[src/rtl/if_id_queue.sv]
// if_id_queue: fetch-to-decode pipeline stage built around a DEPTH-entry FIFO.
// Fetch responses are queued while decode stalls and popped in program order
// when it advances. If the FIFO is empty, a response bypasses straight into the
// ID registers. A flush kills the queue and then discards the next FLUSH_DROP
// responses, which are the fetches that were already in flight.
//
// Ports
//   clk, rst                 clock, synchronous active-high reset
//   if_valid_i/pc_i/inst_i   fetch response
//   if_ready_o               FIFO has room (derived from registered count only)
//   stall_i                  decode cannot accept this cycle
//   flush_i                  taken jump/branch, kills queued + in-flight work
//   id_valid_o/pc_o/inst_o   registered instruction to decode
//   flush_done_o             no post-flush drops pending
//   count_o                  FIFO occupancy
//   overflow_o               sticky: response seen while not ready
module if_id_queue #(
  parameter int unsigned         XLEN        = 32,
  parameter int unsigned         DEPTH       = 2,
  parameter int unsigned         FLUSH_DROP  = 1,
  parameter logic [XLEN-1:0]     BUBBLE_INST = '0,
  localparam int unsigned        CW          = $clog2(DEPTH+1)
) (
  input  logic            clk,
  input  logic            rst,
  input  logic            if_valid_i,
  input  logic [XLEN-1:0] if_pc_i,
  input  logic [XLEN-1:0] if_inst_i,
  output logic            if_ready_o,
  input  logic            stall_i,
  input  logic            flush_i,
  output logic            id_valid_o,
  output logic [XLEN-1:0] id_pc_o,
  output logic [XLEN-1:0] id_inst_o,
  output logic            flush_done_o,
  output logic [CW-1:0]   count_o,
  output logic            overflow_o
);

  localparam int unsigned PW        = (DEPTH > 1) ? $clog2(DEPTH) : 1;
  localparam logic [2:0]  DROP_INIT = 3'(FLUSH_DROP);

  logic [XLEN-1:0] mem_pc   [DEPTH];
  logic [XLEN-1:0] mem_inst [DEPTH];
  logic [PW-1:0]   rd_ptr, wr_ptr;
  logic [2:0]      drop_cnt, drop_nxt;
  logic [CW-1:0]   count_nxt;
  logic            empty, accept, push, pop, bypass, dropping;

  function automatic logic [PW-1:0] ptr_inc(input logic [PW-1:0] p);
    return (p == PW'(DEPTH-1)) ? '0 : p + PW'(1);
  endfunction

  assign if_ready_o = (count_o < CW'(DEPTH));
  assign empty      = (count_o == '0);

  // Flush and pending drops both veto acceptance; the drop counter only
  // decrements on real responses so in-flight fetches are matched one-for-one.
  assign accept   = if_valid_i && if_ready_o && !flush_i && (drop_cnt == '0);
  assign dropping = if_valid_i && !flush_i && (drop_cnt != '0);
  assign pop      = !flush_i && !stall_i && !empty;
  assign bypass   = !flush_i && !stall_i && empty && accept;
  // Bypass only when empty keeps program order: anything queued goes first.
  assign push     = accept && (stall_i || !empty);

  always_comb begin
    drop_nxt = drop_cnt;
    if (flush_i)       drop_nxt = DROP_INIT;
    else if (dropping) drop_nxt = drop_cnt - 3'd1;
  end

  always_comb begin
    count_nxt = count_o;
    if (flush_i) count_nxt = '0;
    else         count_nxt = count_o + CW'(push) - CW'(pop);
  end

  // Storage needs no reset: occupancy and pointers define what is live.
  always_ff @(posedge clk) begin
    if (push) begin
      mem_pc[wr_ptr]   <= if_pc_i;
      mem_inst[wr_ptr] <= if_inst_i;
    end
  end

  always_ff @(posedge clk) begin
    if (rst) begin
      rd_ptr       <= '0;
      wr_ptr       <= '0;
      count_o      <= '0;
      drop_cnt     <= '0;
      flush_done_o <= 1'b1;
      overflow_o   <= 1'b0;
      id_valid_o   <= 1'b0;
      id_pc_o      <= '0;
      id_inst_o    <= BUBBLE_INST;
    end else begin
      if (flush_i)   wr_ptr <= '0;
      else if (push) wr_ptr <= ptr_inc(wr_ptr);
      if (flush_i)   rd_ptr <= '0;
      else if (pop)  rd_ptr <= ptr_inc(rd_ptr);

      count_o      <= count_nxt;
      drop_cnt     <= drop_nxt;
      flush_done_o <= (drop_nxt == '0);
      if (if_valid_i && !if_ready_o) overflow_o <= 1'b1;

      if (pop) begin
        id_valid_o <= 1'b1;
        id_pc_o    <= mem_pc[rd_ptr];
        id_inst_o  <= mem_inst[rd_ptr];
      end else if (bypass) begin
        id_valid_o <= 1'b1;
        id_pc_o    <= if_pc_i;
        id_inst_o  <= if_inst_i;
      end else begin
        id_valid_o <= 1'b0;
        id_pc_o    <= '0;
        id_inst_o  <= BUBBLE_INST;
      end
    end
  end

endmodule

[config.mk]
export PLATFORM = sky130hd
export DESIGN_NAME = if_id_queue
export DESIGN_NICKNAME = d
export VERILOG_FILES = /design/src/rtl/if_id_queue.sv
export SDC_FILE = /design/constraint.sdc
export NUM_CORES = 1
export LEC_CHECK = 0
export ABC_AREA = 0
export BUFFER_PORTS_ARGS = -buffer_cell sky130_fd_sc_hd__buf_2
export CORE_MARGIN = 2
export CORE_UTILIZATION = 45
export DETAILED_ROUTE_END_ITERATION = 10
export GPL_ROUTABILITY_DRIVEN = 0
export PLACE_DENSITY = 0.69
export SYNTH_ARGS = -nofsm -noshare
export SYNTH_HDL_FRONTEND = slang
export SYNTH_SLANG_ARGS = --single-unit
[constraint.sdc]
create_clock -name clk -period 5.1 [get_ports clk]
set_input_delay 1.02 -clock clk [delete_from_list [all_inputs] [get_ports clk]]
set_output_delay 1.02 -clock clk [all_outputs]
set_load 0.02 [all_outputs]
Word level (Yosys, flattened, before mapping)
Memory sizes are Yosys's and may differ from the RTL's. A register that Yosys moved wholly into a read port is not among the register bits.
Index checks and enable logic that the tools add are counted.
{ "word_totals": {"ff_bits": 74, "ram_bits": 128, "inputBits": 69, "out_inout_bits": 70, "elab_cells": 54, "memories": 2} }
{ "mem_list": {"columns": ["name", "depth", "width", "read_ports", "rd_clocked_by_memory_dff", "write_ports", "line", "rtl"], "rows": [
  ["mem_inst", 2, 32, 1, 1, 1, "44", "logic [XLEN-1:0] mem_inst [DEPTH];"],
  ["mem_pc", 2, 32, 1, 1, 1, "43", "logic [XLEN-1:0] mem_pc [DEPTH];"]
]} }
{ "classes": {"n_addsub": 5, "n_lt_le_gt_ge": 1, "mux": 16, "reduce_logical": 21} }
{ "ops": {"columns": ["op", "n"], "rows": [
  ["32-bit two-way mux", 4],
  ["1-bit logical AND", 11],
  ["1-bit two-way mux", 10],
  ["3-bit zero test", 2],
  ["3-bit two-way mux", 2],
  ["1-bit zero test", 4],
  ["3-bit nonzero test", 1],
  ["3-bit by 1-bit subtractor with 3-bit output, second input constant", 1],
  ["1-bit adder, second input constant", 2],
  ["2-bit by 1-bit adder with 2-bit output", 1],
  ["2-bit zero test", 1],
  ["2-bit less-than comparator, second input constant", 1],
  ["2-bit OR reduction", 1],
  ["2-bit by 1-bit subtractor with 2-bit output", 1],
  ["1-bit logical OR", 1]
]} }

Longest topological paths before layout
{ "logic_depth": {"ltp_word": 7, "mapped_depth": 11, "mapped_depth_nobuf": 11} }

Worst setup path after synthesis
OpenSTA, ideal clock, no wires.
{ "synth_path": {"path_type": "input-to-reg", "start": "in flush_i", "end": "mem mem_inst[0][0], enable pin", "setup_time_ps": 486, "t_arrival_ps": 4309, "required_time_ps": 4614, "slack_ps": 305, "path_stages": 4, "n_path_buf": 0, "path_cell_list": "nand4bb_4 -> nor3_1 -> inv_1 -> nor2_1"} }
{ "synth_between": {"elab_chain_cells": 6} }
{ "synth_rtl": {"columns": ["item", "line", "rtl"], "rows": [
  ["start, declared", "31", "input logic flush_i,"],
  ["1-bit zero test", "59", "assign accept = if_valid_i && if_ready_o && !flush_i && (drop_cnt == '0);"],
  ["1-bit logical AND (2 in a row)", "59", null],
  ["1-bit logical AND", "64", "assign push = accept && (stall_i || !empty);"],
  ["1-bit two-way mux", "80", "if (push) begin"],
  ["1-bit two-way mux (implied by the code)", "82", "mem_inst[wr_ptr] <= if_inst_i;"],
  ["end, declared", "44", null]
]} }
No other way between the ends.

Worst setup path after layout
{ "layout_path": {"start": "in flush_i", "end": "mem mem_pc[0][18], enable pin"} }
{ "layout_between": {"elab_chain_cells": 6} }
{ "layout_rtl": {"columns": ["item", "line", "rtl"], "rows": [
  ["1-bit zero test", "59", null],
  ["1-bit logical AND (2 in a row)", "59", null],
  ["1-bit logical AND", "64", null],
  ["1-bit two-way mux", "80", null],
  ["1-bit two-way mux (implied by the code)", "81", "mem_pc[wr_ptr] <= if_pc_i;"],
  ["end, declared", "43", null]
]} }
No other way between the ends.

==> impl_metrics.json <==
{
  "status": "complete, no violations",
  "critPathLaunch": "flush_i",
  "final.period_utilization": 0.5454,
  "wirelength_um": 14720,
  "core_area_mm2": 0.01706,
  "gr-usage-all-layers": 0.1572,
  "post-cts-setup-buffers": 0,
  "powerDensity_mw_per_mm2": 372.6,
  "area_growth_pct": 19.74,
  "numCtsBuffers": 20,
  "fp-row-count": 48,
  "cts_hold_buf": 0,
  "rsz0062_at_grt": "false",
  "ir_drop_mv": 0.1963,
  "wl_per_cell_um": 17.38,
  "slowest_delay_ns": 0.64,
  "fp.dieH_um": 135.3,
  "grt_pass1_wl_um": 22580,
  "hold_viol_final": 0,
  "dp_hpwl_um": 8745,
  "path_cells": "buf_2 > nand4bb_4 > nor3_1 > inv_1 > nor2_4 > buf_12",
  "yosysSeqAreaShare": 0.6888,
  "num_vias": 4266,
  "crit_family": "simple AND/OR/NAND/NOR gates",
  "synthCells": 471,
  "drtIter0Drc": 222,
  "crit_end": "mem_pc[0][18]",
  "clockBufferDepth": 3,
  "finalMaxSlewViolations": 0,
  "ys_types": 29,
  "tns_ns": 0,
  "synth_area_mm2": 0.007760,
  "cts_sinks": 203,
  "fin_crit_ns": 2.782,
  "crit_slowest_cell": "nor2_4",
  "worstReg2RegEnd": "mem_pc[0][18]",
  "synth_fp_nets": 544,
  "critical_path_class": "input pin to register",
  "drive_above_1_share": 0.5862,
  "clockRootBuffer": "clkbuf_16",
  "cts_max_level": 1,
  "final.setup_skew_ns": 0.01194,
  "worst_slew_pin_slew_ns": 1.107,
  "crit_path_end_kind": "register",
  "arrival_ns": 2.94,
  "portBuffers": 138,
  "worst_r2r_path_depth": 7,
  "synth_warnings": 0,
  "slew_headroom": 0.2622,
  "r2r-start": "drop_cnt[0]",
  "die-area_mm2": 0.01831,
  "pre_cts_slack_ns": 1.822,
  "final-setup-viol-count": 0,
  "cts_resized": 0,
  "insertion_delay_ns": 0.48,
  "synth_seq_cells": 203,
  "max_cap_violations": 0,
  "max_freq_mhz": 359.5,
  "cts_tree": "yes",
  "dr.pass1.iters": 4,
  "grt_overflow": 0,
  "critPathMaxFanout": 40,
  "dieWidth_um": 135.3,
  "drc": 0,
  "start_util": 0.4550,
  "holdCritPathClass": "register to register",
  "num-nets-final": 680,
  "setup_ws_ns": 2.318,
  "viasPerCell": 5.037,
  "grt_pass1_vias": 4435,
  "start_kind": "input pin",
  "r2r_setup_slack_ns": 2.39,
  "grt_max_degree": 65,
  "p_leak_nw": 3.311,
  "cp_data_required_time_ns": 5.26,
  "antenna_found_initial": 2,
  "critical_path_depth": 6,
  "drt.antenna.violating_nets": 0,
  "path_clk_slew_ns": 0.06,
  "crit_buf_inv": 3,
  "num_io_pins": 139,
  "avgSynthCellArea_um2": 16.48
}
logic make-up after synthesis:
group	synth area share
AOI/OAI and AO/OA	0.1035
xor gates and xnor gates	0.004514
adders and majority gates	0.006450
buffers and inverters	0.02870
DFF	0.6888
muxes	0.09416
and+or+nand+nor	0.07385
worst min path at each step:
stage,start,end,depth (start not counted)
floorplan,drop_cnt[1],drop_cnt[1],2
global placement,overflow_o,overflow_o,2
detailed placement,overflow_o,overflow_o,2
CTS,overflow_o,overflow_o,2
global route,overflow_o,overflow_o,2
finish,overflow_o,overflow_o,2
report_power, final:
group / internal, W / switching, W / total [W]
Combinational: 0.0000634 / 0.000103 / 0.000166
Sequential: 0.00177 / 0.00000794 / 0.00178
Clock: 0.000935 / 0.000581 / 0.00152
routing by layer:
metal,vias up,wire length (um),global-route usage
met2,108,7316,0.2719
met5,-,0,0
met4,0,316,0.05845
li1,2019,-,-
met1,2116,6370,0.1978
met3,23,719,0.02843
state kept, by name (all words and copies together) (netlist names), named ones only:
| register | cells |
|---|---|
| id_inst_o | 32 |
| overflow_o | 1 |
| flush_done_o | 1 |
| drop_cnt | 3 |
| rd_ptr | 1 |
| wr_ptr | 1 |
| count_o | 2 |
| id_pc_o | 32 |
| mem_pc | 64 |
| id_valid_o | 1 |
| mem_inst | 64 |
tightest hold or removal path: stages (launching register included):
cell and delay, ns:
dfxtp_1 0.33, a21oi_1 0.04, nor2_1 0.07
cell usage after synthesis:
library cell | n | area share
buf_6 | 12 | 0.017
a22oi_2 | 60 | 0.097
buf_2 | 1 | 0.00064
a22oi_1 | 4 | 0.0039
nor2b_1 | 1 | 0.00081
nand2b_1 | 2 | 0.0016
or3_1 | 1 | 0.00081
xnor2_1 | 4 | 0.0045
o21ai_0 | 1 | 0.00064
mux2_2 | 64 | 0.093
nand4bb_4 | 1 | 0.0035
nor2_2 | 60 | 0.048
nor2_1 | 18 | 0.0087
nand2_1 | 1 | 0.00048
nor4b_1 | 1 | 0.0011
ha_1 | 4 | 0.0064
dfxtp_1 | 75 | 0.19
nor4_4 | 1 | 0.0027
nor3_2 | 1 | 0.0013
edfxtp_1 | 128 | 0.50
clkbuf_1 | 15 | 0.0073
mux2i_1 | 1 | 0.0013
a211oi_1 | 1 | 0.00097
a21oi_1 | 2 | 0.0013
or2_2 | 1 | 0.00081
buf_4 | 1 | 0.00097
and2_1 | 2 | 0.0016
nor3_1 | 3 | 0.0019
inv_1 | 5 | 0.0024
layout by cell type, fill, tap and decap left out, drive strengths merged:
cell type  Yosys  layout
a211oi         1       1
a21oi          2       2
a22oi         64      64
and2           2       2
buf           14     143
bufinv         0       3
clkbuf        15      28
clkinv         0       4
clkinvlp       0       1
dfxtp         75      75
diode          0       1
edfxtp       128     128
ha             4       4
inv            5       5
mux2          64      64
mux2i          1       1
nand2          1       1
nand2b         2       2
nand4bb        1       1
nor2          78      78
nor2b          1       1
nor3           4       4
nor4           1       1
nor4b          1       1
o21ai          1       1
or2            1       1
or3            1       1
xnor2          4       4
per-stage QoR:
step / cell area (um2) / std cells / utilization / hold WS, ns / power, W
after detailed placement: 8601 / 810 / 0.5043 / 0.4593 / 0.001983
after global placement: 8601 / 810 / 0.5043 / 0.4558 / 0.001976
after CTS: 9289 / 846 / 0.5446 / 0.4816 / 0.003512
final: 9291 / 847 / 0.5447 / 0.4770 / 0.003462
after floorplan: 7760 / 471 / - / 0.4719 / 0.001911
after global routing: 9291 / 847 / 0.5447 / 0.5421 / 0.003579
layout make-up:
| class | instances | area [um2] |
|---|---|---|
| multi-input cells | 234 | 2208 |
| well taps | 225 | 281.5 |
| repair buffers | 143 | 743.2 |
| clock buffers | 28 | 571.8 |
| flip-flops and latches | 203 | 5349 |
| fillers | 1420 | 7765 |
| inverters | 5 | 18.77 |
| clock inverters | 8 | 116.4 |
| diodes | 1 | 2.502 |
Note: power is estimated with default switching activity, not from simulation.
